===== src/rtl/axi_mem_if_pkg.sv =====
// Shared definitions for the AXI-to-SRAM bridge controllers: response codes,
// burst encodings and the write-controller state type.
package axi_mem_if_pkg;

  localparam logic [1:0] RESP_OKAY   = 2'b00;
  localparam logic [1:0] RESP_EXOKAY = 2'b01;
  localparam logic [1:0] RESP_SLVERR = 2'b10;
  localparam logic [1:0] RESP_DECERR = 2'b11;

  localparam logic [1:0] BURST_FIXED = 2'b00;
  localparam logic [1:0] BURST_INCR  = 2'b01;
  localparam logic [1:0] BURST_WRAP  = 2'b10;
  localparam logic [1:0] BURST_RSVD  = 2'b11;

  typedef enum logic [1:0] {
    ST_IDLE  = 2'd0,
    ST_WRITE = 2'd1,
    ST_RESP  = 2'd2
  } wr_state_t;

endpackage


===== src/rtl/axi_write_only_ctrl.sv =====
// AXI4 write-channel controller: one memory write per accepted W beat through the
// arbitrated memory port, one B response per burst.
module axi_write_only_ctrl
  import axi_mem_if_pkg::*;
#(
  parameter int AXI4_ADDRESS_WIDTH = 32,
  parameter int AXI4_WDATA_WIDTH   = 64,
  parameter int AXI4_ID_WIDTH      = 16,
  parameter int AXI4_USER_WIDTH    = 10,
  parameter int AXI_NUMBYTES       = AXI4_WDATA_WIDTH / 8,
  parameter int MEM_ADDR_WIDTH     = 13
) (
  input  logic                          clk,
  input  logic                          rst,

  input  logic [AXI4_ID_WIDTH-1:0]      AWID_i,
  input  logic [AXI4_ADDRESS_WIDTH-1:0] AWADDR_i,
  input  logic [7:0]                    AWLEN_i,
  input  logic [2:0]                    AWSIZE_i,
  input  logic [1:0]                    AWBURST_i,
  input  logic                          AWLOCK_i,
  input  logic [3:0]                    AWCACHE_i,
  input  logic [2:0]                    AWPROT_i,
  input  logic [3:0]                    AWREGION_i,
  input  logic [AXI4_USER_WIDTH-1:0]    AWUSER_i,
  input  logic [3:0]                    AWQOS_i,
  input  logic                          AWVALID_i,
  output logic                          AWREADY_o,

  input  logic [AXI4_WDATA_WIDTH-1:0]   WDATA_i,
  input  logic [AXI_NUMBYTES-1:0]       WSTRB_i,
  input  logic                          WLAST_i,
  input  logic [AXI4_USER_WIDTH-1:0]    WUSER_i,
  input  logic                          WVALID_i,
  output logic                          WREADY_o,

  output logic [AXI4_ID_WIDTH-1:0]      BID_o,
  output logic [1:0]                    BRESP_o,
  output logic [AXI4_USER_WIDTH-1:0]    BUSER_o,
  output logic                          BVALID_o,
  input  logic                          BREADY_i,

  output logic                          MEM_CEN_o,
  output logic                          MEM_WEN_o,
  output logic [MEM_ADDR_WIDTH-1:0]     MEM_A_o,
  output logic [AXI4_WDATA_WIDTH-1:0]   MEM_D_o,
  output logic [AXI_NUMBYTES-1:0]       MEM_BE_o,
  input  logic [AXI4_WDATA_WIDTH-1:0]   MEM_Q_i,

  output logic                          valid_o,
  input  logic                          grant_i
);

  localparam int OFFSET_BIT = $clog2(AXI4_WDATA_WIDTH) - 3;

  wr_state_t                   state_reg, state_next;
  logic [AXI4_ID_WIDTH-1:0]    bid_reg, bid_next;
  logic [AXI4_USER_WIDTH-1:0]  buser_reg, buser_next;
  logic [MEM_ADDR_WIDTH-1:0]   base_reg, base_next;
  logic [7:0]                  len_reg, len_next;
  logic [1:0]                  burst_reg, burst_next;
  logic [7:0]                  count_reg, count_next;
  logic                        error_reg, error_next;

  logic                        load_aw;
  logic                        last_beat;
  logic                        beat_accept;
  logic [MEM_ADDR_WIDTH-1:0]   addr_offset;

  // Only the word-address slice of AWADDR and the listed AW/W fields matter;
  // the rest are tied into a sink so the ignored ports stay visibly intentional.
  logic unused_inputs;
  assign unused_inputs = ^{AWADDR_i, AWSIZE_i, AWLOCK_i, AWCACHE_i, AWPROT_i,
                           AWREGION_i, AWQOS_i, WUSER_i, MEM_Q_i};

  assign last_beat   = (count_reg == len_reg);
  assign beat_accept = WVALID_i & grant_i;

  always_ff @(posedge clk or posedge rst) begin
    if (rst) begin
      state_reg <= ST_IDLE;
      bid_reg   <= '0;
      buser_reg <= '0;
      base_reg  <= '0;
      len_reg   <= '0;
      burst_reg <= BURST_INCR;
      count_reg <= '0;
      error_reg <= 1'b0;
    end else begin
      state_reg <= state_next;
      bid_reg   <= bid_next;
      buser_reg <= buser_next;
      base_reg  <= base_next;
      len_reg   <= len_next;
      burst_reg <= burst_next;
      count_reg <= count_next;
      error_reg <= error_next;
    end
  end

  always_comb begin
    state_next = state_reg;
    load_aw    = 1'b0;
    AWREADY_o  = 1'b0;
    WREADY_o   = 1'b0;
    valid_o    = 1'b0;
    MEM_CEN_o  = 1'b1;
    MEM_WEN_o  = 1'b1;
    BVALID_o   = 1'b0;
    count_next = count_reg;
    error_next = error_reg;

    case (state_reg)
      ST_IDLE: begin
        AWREADY_o = 1'b1;
        if (AWVALID_i) begin
          load_aw    = 1'b1;
          state_next = ST_WRITE;
        end
      end

      ST_WRITE: begin
        valid_o   = WVALID_i;
        MEM_CEN_o = ~WVALID_i;
        MEM_WEN_o = ~WVALID_i;
        WREADY_o  = grant_i;
        if (beat_accept) begin
          // A misplaced WLAST is flagged but never shortens or extends the burst.
          if (WLAST_i != last_beat)
            error_next = 1'b1;
          if (last_beat)
            state_next = ST_RESP;
          else
            count_next = count_reg + 8'd1;
        end
      end

      ST_RESP: begin
        BVALID_o = 1'b1;
        if (BREADY_i) begin
          AWREADY_o = 1'b1;
          if (AWVALID_i) begin
            load_aw    = 1'b1;
            state_next = ST_WRITE;
          end else begin
            state_next = ST_IDLE;
          end
        end
      end

      default: state_next = ST_IDLE;
    endcase

    if (load_aw) begin
      count_next = '0;
      error_next = (AWBURST_i == BURST_RSVD);
    end
  end

  always_comb begin
    bid_next   = bid_reg;
    buser_next = buser_reg;
    base_next  = base_reg;
    len_next   = len_reg;
    burst_next = burst_reg;
    if (load_aw) begin
      bid_next   = AWID_i;
      buser_next = AWUSER_i;
      base_next  = AWADDR_i[MEM_ADDR_WIDTH+OFFSET_BIT-1:OFFSET_BIT];
      len_next   = AWLEN_i;
      burst_next = AWBURST_i;
    end
  end

  // WRAP walks linearly like INCR; the sum wraps naturally at the memory size.
  always_comb begin
    addr_offset = '0;
    case (burst_reg)
      BURST_FIXED: addr_offset = '0;
      BURST_INCR,
      BURST_WRAP:  addr_offset = MEM_ADDR_WIDTH'(count_reg);
      default:     addr_offset = MEM_ADDR_WIDTH'(count_reg);
    endcase
  end

  assign MEM_A_o  = base_reg + addr_offset;
  assign MEM_D_o  = WDATA_i;
  assign MEM_BE_o = WSTRB_i;

  assign BID_o    = bid_reg;
  assign BUSER_o  = buser_reg;
  assign BRESP_o  = error_reg ? RESP_SLVERR : RESP_OKAY;

endmodule


===== config.mk =====
export PLATFORM = sky130hd
export DESIGN_NAME = axi_write_only_ctrl
export DESIGN_NICKNAME = d
export VERILOG_FILES = /design/src/rtl/axi_mem_if_pkg.sv /design/src/rtl/axi_write_only_ctrl.sv
export SDC_FILE = /design/constraint.sdc
export NUM_CORES = 1
export LEC_CHECK = 0
export ABC_AREA = 0
export BUFFER_PORTS_ARGS = -buffer_cell sky130_fd_sc_hd__buf_2
export CAP_MARGIN = 20
export CORE_AREA = 2 2 139 141
export CTS_CLUSTER_SIZE = 28
export DETAILED_ROUTE_END_ITERATION = 12
export DIE_AREA = 0 0 141 143
export RECOVER_POWER = 50
export SYNTH_ARGS = -nofsm -noshare
export SYNTH_HDL_FRONTEND = slang
export SYNTH_SLANG_ARGS = --single-unit

===== constraint.sdc =====
create_clock -name clk -period 5.3 [get_ports clk]
set_input_delay 0.795 -clock clk [delete_from_list [all_inputs] [get_ports clk]]
set_output_delay 0.795 -clock clk [all_outputs]
set_load 0.1 [all_outputs]

Word-level counts from Yosys, hierarchy flattened
Cells that the tools add are included.
Operators by class
  add/subtract/negate cells: 2
  equal/unequal tests: 10
  multiplexer cells: 25
  bitwise operators: 2
  reduce and logical (&&, ||, !) cells: 8
Operator list (number)
  $mux 8: 5
  $add 13x13->13: 1
  $mux 1: 12
  $mux 2: 5
  $ne 2x2->1 const B: 5
  $add 8x1->8 const B: 1
  $eq 8x8->1: 1
  $pmux 2 s3: 1
  $reduce_and 3->1: 2
  $reduce_bool 2->1: 3
  $eq 2x2->1 const B: 2
  $logic_not 2->1: 2
  $pmux 1 s2: 2
  $reduce_and 4->1: 1
  $eq 2x1->1 const B: 1
  $and 1x1->1: 1
  $ne 1x1->1: 1
  $not 1->1: 1
Storage, ports and cells
  register bits after elaboration: 60
  input port bits: 240
  output and inout bits: 119
  word-level logic and storage cells: 55

Longest topological paths before layout
Gate-level depths: netlist of the first run.
  depth after elaboration: 6
  depth in mapped cells: 9
  gate-level depth less buffers: 9

Least setup slack after synthesis of the first run
Ideal clock, no wire load.
  kind: reg-to-output
  start: register burst_reg[1]
  end: output port MEM_A_o[8]
  data arrival time: 3.531 ns
  data required time: 4.505 ns
  slack: 0.974 ns
  cell stages (with the launch flop): 9
  path buffers: 0
  cells stage by stage: dfrtp_1 -> nor2_1 -> nor2b_1 -> ha_1 -> fa_1 -> a21o_1 -> a221oi_1 -> o21ai_0 -> xor2_1
Between the ends
  cells in the longest elaborated chain, start to end: 3
RTL lines
  start, declared: line axi_write_only_ctrl.sv:61  | logic [1:0] burst_reg, burst_next;
  start signal, assigned: line axi_write_only_ctrl.sv:95  | burst_reg <= burst_next;
  $logic_not 2->1: line axi_write_only_ctrl.sv:178  | case (burst_reg)
  $mux 8: line axi_write_only_ctrl.sv:178
  $add 13x13->13: line axi_write_only_ctrl.sv:186  | assign MEM_A_o = base_reg + addr_offset;
  end, declared: line axi_write_only_ctrl.sv:45  | output logic [MEM_ADDR_WIDTH-1:0] MEM_A_o,
Every way passes these cells.

Worst setup path after layout of the first run
  start: register burst_reg[1]
  end: output port MEM_A_o[12]
The elaborated chain is that of the path after synthesis.

==> results of run 1 <==
power breakdown:
part           internal [mW]  switching, mW
Combinational          0.360           1.71
Sequential             0.659          0.136
Clock                  0.318          0.213
per-stage QoR:
stage / total power, mW / cell area, um2 / hold WS [ps] / setup slack [ps]
final: 3.39 / 4000 / 466 / 1280
after global routing: 3.60 / 4000 / 487 / 905
after detailed placement: 2.90 / 3730 / 457 / 1570
after CTS: 3.45 / 4010 / 469 / 1200
after floorplan: 2.82 / 3500 / 439 / 974
after global placement: 2.87 / 3710 / 450 / 1560
layout make-up:
class / instances / area [um2]
sequential: 60 / 1500
multi-input combinational: 259 / 1370
inverter: 6 / 22.5
clock buffer: 11 / 233
clock inverter: 5 / 37.5
tap: 234 / 293
fill: 2026 / 14600
timing repair buffer: 105 / 544
kinds of logic (layout without fill, tap and decap cells):
family,Yosys count,after routing,synth area share (%)
AOI/OAI and AO/OA,31,31,6.11
xor gates and xnor gates,20,20,5.00
buffers and inverters,94,127,18.1
and+or+nand+nor,194,194,23.1
adders and majority gates,10,10,3.79
other,1,1,0.107
DFF,60,60,42.9
muxes,3,3,0.857
worst min-delay path, cell delays in order (launching register included):
cell and delay [ps]:
dfrtp_1 330, nand2_1 50, nand2_1 50
synth_stat cells, drive strengths merged:
cell type / count
a221oi: 1
or2: 1
or3: 2
o21ai: 5
and3: 3
nand3: 6
o31ai: 3
inv: 6
o21bai: 1
mux2i: 3
conb: 1
o2bb2ai: 1
a211oi: 2
buf: 76
xnor2: 15
nor3: 1
ha: 9
nor2: 6
a21oi: 8
and2: 3
o211ai: 4
o2111ai: 1
clkbuf: 12
fa: 1
nor2b: 7
dfstp: 1
dfrtp: 59
a21o: 4
nor3b: 1
nand2: 160
nand4: 3
a31oi: 1
or4: 1
xor2: 5
path summary, 6_finish.rpt:
check	slack [ps]	endpoint	start	depth (start not counted)
worst max-delay path	1280	MEM_A_o[12]	burst_reg[1]$_DFFE_PP0N_	11
worst min-delay path	470	BUSER_o[9]$_DFFE_PP0N_	BUSER_o[9]$_DFFE_PP0N_	2
worst max register to register	3330	len_reg[0]$_DFFE_PP0N_	state_reg[1]$_DFFE_PP0P_	5
worst min register to register	470	BUSER_o[9]$_DFFE_PP0N_	BUSER_o[9]$_DFFE_PP0N_	2
max in group asynchronous	1690	base_reg[6]$_DFFE_PP0N_	rst	3
min in group asynchronous	1740	BUSER_o[1]$_DFFE_PP0N_	rst	3
metal layers:
layer,routed length [um],GRT usage [%]
met1,3720,10.5
met2,3830,13.8
met3,1190,6.71
met4,188,3.32
met5,25,0
==> results list, run 1 <==
* Wire length of the first global-routing pass: 13900 um
- After synthesis, the netlist uses 37 different library cells.
- I/O pins: around 360
- Number of buffers on the longest clock path: 2
- Synth top area cells: dfrtp_1 42%, nand2_1 17%, buf_4 16%
- IR analysis of the VDD net gives a maximum drop of 0.390 mV.
- In this run the worst path has a maximum fanout of 8.
- Die area: 20200 um2
- DRC violation count after routing: 0
- In the final routed layout, each cell accounts on average for 13.2 um.
- Once the clock tree was built, the setup fixing pass inserted 0 buffers.
* Worst slew margin relative to its limit: -121%
- Worst-path clk slew: 50 ps
* Area added between synthesis and finish: 14.2%
- Worst min-delay path category: register to register
- Final setup TNS: 0 ps
* Post-layout util: 21.5%
* Die boundary height: between 100 and 150 um
* Period Utilization, post-route: 75.8%
- The flow ran to the end, but the final reports show violations.
- Sequential elements use 42.9% of the synthesized area.
- Static timing analysis puts the maximum clock frequency at 249 MHz.
- Counting flops and latches in the post-synthesis netlist gives 60.
* Total congestion overflow after global routing: 0
* Leakage: 2.09 nW
- Final-report max-slew violation count: slightly above 60
- The checks that failed: max-capacitance violations, max-slew violations.
- CP max-delay cell: buf_2
* Buffering stage count on the worst path with inverters included: 2
- Critical Path Sink Type: output port
- Setup violations remaining at the end of the flow were counted as 0.
* Post-detailed-route count of antenna-violating nets: 0
* Total of cells resized after clock tree synthesis: 0
- Setup repair after global routing left no endpoint under its margin.
- Antenna cell count: 0
- Most common library cell in the layout ignoring fill and taps: nand2_1
- Estimated wirelength of the detail-placed design: 6670 um
- Syn avg cell area: between 8 and 9 um2
* Max Cap Violations: 1
- Count of port buffers added during placement: 101
- Total number of yosys warnings: 0
- The first TritonRoute pass finished after 4 iterations.
* Clock tree from TritonCTS: done
- The total area inside the core boundary comes to 18600 um2.
* Share of layout cells above drive strength 1: roughly 28%
- Post-route insts no fill: 680
- Critical path's top delay family: compound AO/OA/AOI/OAI gates
* Final weighted congestion in routability-driven placement: 0.723
* Commonest cells after routing, fill and taps aside: 159 x nand2_1, 101 x buf_2, 59 x dfrtp_1, 15 x xnor2_1
- Count of standard-cell rows: 50
- Clock tree synthesis selected as its root buffer the cell clkbuf_16.
* Antenna violations before repair: 3
- Largest net degree at the start of global routing: between 60 and 70
- Final Critical Period: 4020 ps
- The later pin in the worst-skew pair is clocked with a latency of 330 ps.
* Clk sink count: 60
- Cells after Synth: 413
- Detailed routing inserted a total of 2574 vias.
- Via-to-Cell Ratio: 3.79
* Number of nets produced by synthesis: 663
- DR iter-0 viols: 48
* Worst endpoint data arrival time: 3220 ps
- The number of global-route vias before repair is 2477.
* Slowest cell delay on critical path: 440 ps
* Clock buffers created by TritonCTS: 9
- The final layout contains 691 nets.
- In this run the horizontal extent of the chip is 141 um.
- Kind of launch point of the worst setup path: register
* Count of placed standard cells including taps: 664
- The register with the most flip-flops in the layout has 16 of them.
* Total Wirelength: just under 9000 um
- Final-report hold violation count: 0
- For the final database, setup skew stands at 7.10 ps.
- Worst Tran Pin Value: 3320 ps
- Total of hold buffers inserted after clock tree synthesis: 0
- Crit Path Class: register to output port
* Ordered cell list for the critical path: nor2_1, buf_4, nor2b_1, ha_1, fa_1, a21o_1, a221oi_1, o21ai_0, nand4_1, xnor2_1, buf_2
* Gr usage total: 9.36%
* Starting density of the core: 18.9%
* Power Dens Cells: 848 nW/um2
- The share of synthesized area in the top cell type comes to 42.1%.
- H-tree Lvls: 3
- Yosys top cell by area: dfrtp_1
* Worst path required time: 4510 ps
- The synthesized netlist occupies a cell area of 3500 um2.
Power figures use the tool's default switching activity.
==> inputs of run 2 (changes only) <==
- CORE_AREA: 2 2 139 141 -> 2 2 140 142
- DIE_AREA: 0 0 141 143 -> 0 0 142 144
- clock period: 5.3 -> 3.9 ns (I/O delays scaled with it)
==> run 2 against run 1 <==
  * The run still ends with max-capacitance violations, max-slew violations left
  * Critical path type unchanged
  * Clock power up 62%
  * Worst hold slack worse by 29 ps
  * Sequential power up 37%
==> results list, run 2 (synthesis gave the netlist of run 1 again) <==
- CTS root buffer: clkbuf_16
- The number of failing hold endpoints at the final stage was 0.
- TritonCTS built the clock tree.
- The clock reaches the later pin of the worst-skew pair after 330 ps.
- In this run the power density over the cells is 1170 nW/um2.
* Fraction of power spent switching nets: 58.5%
- Register share of total power: 22.7%
- Clk sink count: 60
* H-tree Lvls: 3
- Overall power of the completed layout: 4.80 mW
* I/O pins: 359
* Clock share of power: 18.0%
- Setup repair after global routing missed its margin: false
* Commonest cells after routing, fill and taps aside: 159 x nand2_1, 98 x buf_2, 59 x dfrtp_1, 13 x xnor2_1
* Post-detailed-route count of antenna-violating nets: 0
- Peak supply drop: 0.454 mV
* Total number of nets in the final design: 691
- Maximum achievable frequency: around 280 MHz
- For this configuration, the core starts out at a cell density of a little under a fifth.
* Final Critical Period: between 3000 and 4000 ps
- Wire length of the first global-routing pass: about 13000 um
* Leakage: 2.14 nW
* Highest net fanout along the worst path: 7
- Core area: 19100 um2
- Global routing used ~8.9% of the available tracks across all layers.
* Detailed-routing iteration count for the pre-antenna-repair pass: 4
- Headroom to the max-slew limit came out at -8.09%.
* Die boundary height: 144 um
* Kind of launch point of the worst setup path: register
- Run status: finished, violations left
- Total Wirelength: around 8600 um
- Buffers placed on the I/O ports in this run total ~100.
* Crit Path Class: register to output port
- For this run, design rule violations remaining after detail routing come to 0.
- Combinational cells account for 59.4% of the total power.
- Die area: ~20000 um2
- In this run, post-CTS hold repair placed 0 buffers.
- Worst path required time: 3310 ps
- The number of global-route vias before repair is 2395.
- The initial antenna violation count was 6.
* Final setup TNS: 0 ps
- The worst setup path is captured at an output port.
- Clock tree synthesis inserted a total of 9 buffers.
- The clock arrives with 5.89 ps of skew.
* Count of standard-cell rows: 51
- The min-delay analysis places its worst path in the category input pin to register.
- The library cell used most frequently in the layout, excluding fill and tap cells, is nand2_1.
* Via-to-Cell Ratio: 3.79
- The checks that failed: max-capacitance violations, max-slew violations.
* DR iter-0 viols: 68
- Max reg flops: 16
- The worst path uses 91.7% of the clock period.
- The total count of max-transition violations in the final report was 30.
* Estimated wirelength of the detail-placed design: 6300 um
* Worst-path clk slew: ~60 ps
- Total congestion overflow after global routing: 0
- Area added between synthesis and finish: 17.3%
- Number of buffers on the longest clock path: 2
* Number of filler cells placed in the layout: between 2000 and 2500
- From left edge to right edge, the die measures 142 um.
* Final weighted congestion in routability-driven placement: between 0.7 and 0.8
- Entering global routing, the biggest net connects 44 pins.
* Worst Tran Pin Value: 1620 ps
* Final routed wire length divided by cell count: 12.5 um
* Share of layout cells above drive strength 1: 28.9%
* Max Cap Violations: 1
- For this design the total switching power over the nets is ~2.8 mW.
- The final route contains 2608 vias.
- Internal power: 1.99 mW
- Setup violations remaining at the end of the flow were counted as 0.
* Worst endpoint data arrival time: between 2000 and 3000 ps
[run 2: cell types whose count changed in the layout (fill, tap and decap cells not counted), moves of 2 or more]
| cell | change |
|---|---|
| diode_2 | +5 |
| buf_2 | -3 |
| bufinv_16 | +2 |
| xnor2_1 | -2 |
| xnor2_2 | +2 |
[run 2: worst paths after layout]
path | from | depth (start not counted) | to | slack, ps
worst max-delay path | burst_reg[0]$_DFFE_PP1N_ | 10 | MEM_A_o[11] | 320
worst min-delay path | AWID_i[15] | 3 | BID_o[15]$_DFFE_PP0N_ | 440
worst max register to register | state_reg[1]$_DFFE_PP0P_ | 4 | count_reg[1]$_DFFE_PP0P_ | 1900
worst min register to register | burst_reg[0]$_DFFE_PP1N_ | 2 | burst_reg[0]$_DFFE_PP1N_ | 460
max in group asynchronous | rst | 3 | base_reg[5]$_DFFE_PP0N_ | 1180
min in group asynchronous | rst | 2 | BUSER_o[4]$_DFFE_PP0N_ | 600
[run 2: power groups by stage]
stage / combinational [mW] / sequential [mW] / clock [mW]
2_1_floorplan: 1.88 / 1.97 / 0
3_3_place_gp: 2.86 / 1.09 / 0
3_5_place_dp: 2.88 / 1.09 / 0
4_1_cts: 2.87 / 1.09 / 0.900
5_1_grt: 3.00 / 1.13 / 0.929
6_report: 2.85 / 1.09 / 0.861
[run 2: timing repair]
item,CTS,global route
buffers inserted,0,0
resized for setup,0,2
endpoints found under the setup margin,0,2
[run 2: stage by stage]
step	hold WS (ps)	worst slack, ps	instances	util, %	cell area (um2)
2_1_floorplan	439	110	413	-	3530
3_3_place_gp	450	540	668	19.8	3780
3_5_place_dp	452	509	668	19.8	3780
4_1_cts	386	128	684	21.5	4100
5_1_grt	416	98.8	685	21.5	4100
6_report	437	324	689	21.5	4110
[run 2: final cells by class]
| cell class | count | area (um2) | share of cell area [%] |
|---|---|---|---|
| inverters | 6 | 22.5 | 0.548 |
| clock inverters | 4 | 72.6 | 1.77 |
| diodes | 5 | 12.5 | 0.304 |
| repair buffers | 105 | 564 | 13.7 |
| flip-flops and latches | 60 | 1500 | 36.6 |
| multi-input cells | 259 | 1390 | 33.9 |
| clock buffers | 12 | 246 | 6.00 |
| well taps | 238 | 298 | 7.25 |
[run 2: worst max-delay path, stage by stage (launching register included)]
cell and delay (ps):
dfstp_2 530, nor2_1 60, buf_4 150, nor2_1 250, ha_1 310, a211oi_1 250
o21bai_1 160, a31oi_1 290, nor2_1 100, xor2_1 120, buf_2 430
[run 2: routing by layer]
metal  GRT usage (%)  routed length, um  vias to the layer above
li1                -                  -                     1301
met5               0                 13                        -
met3            4.97                786                       24
met4            4.32                207                        2
met1            10.4               3820                     1183
met2            13.1               3800                       98
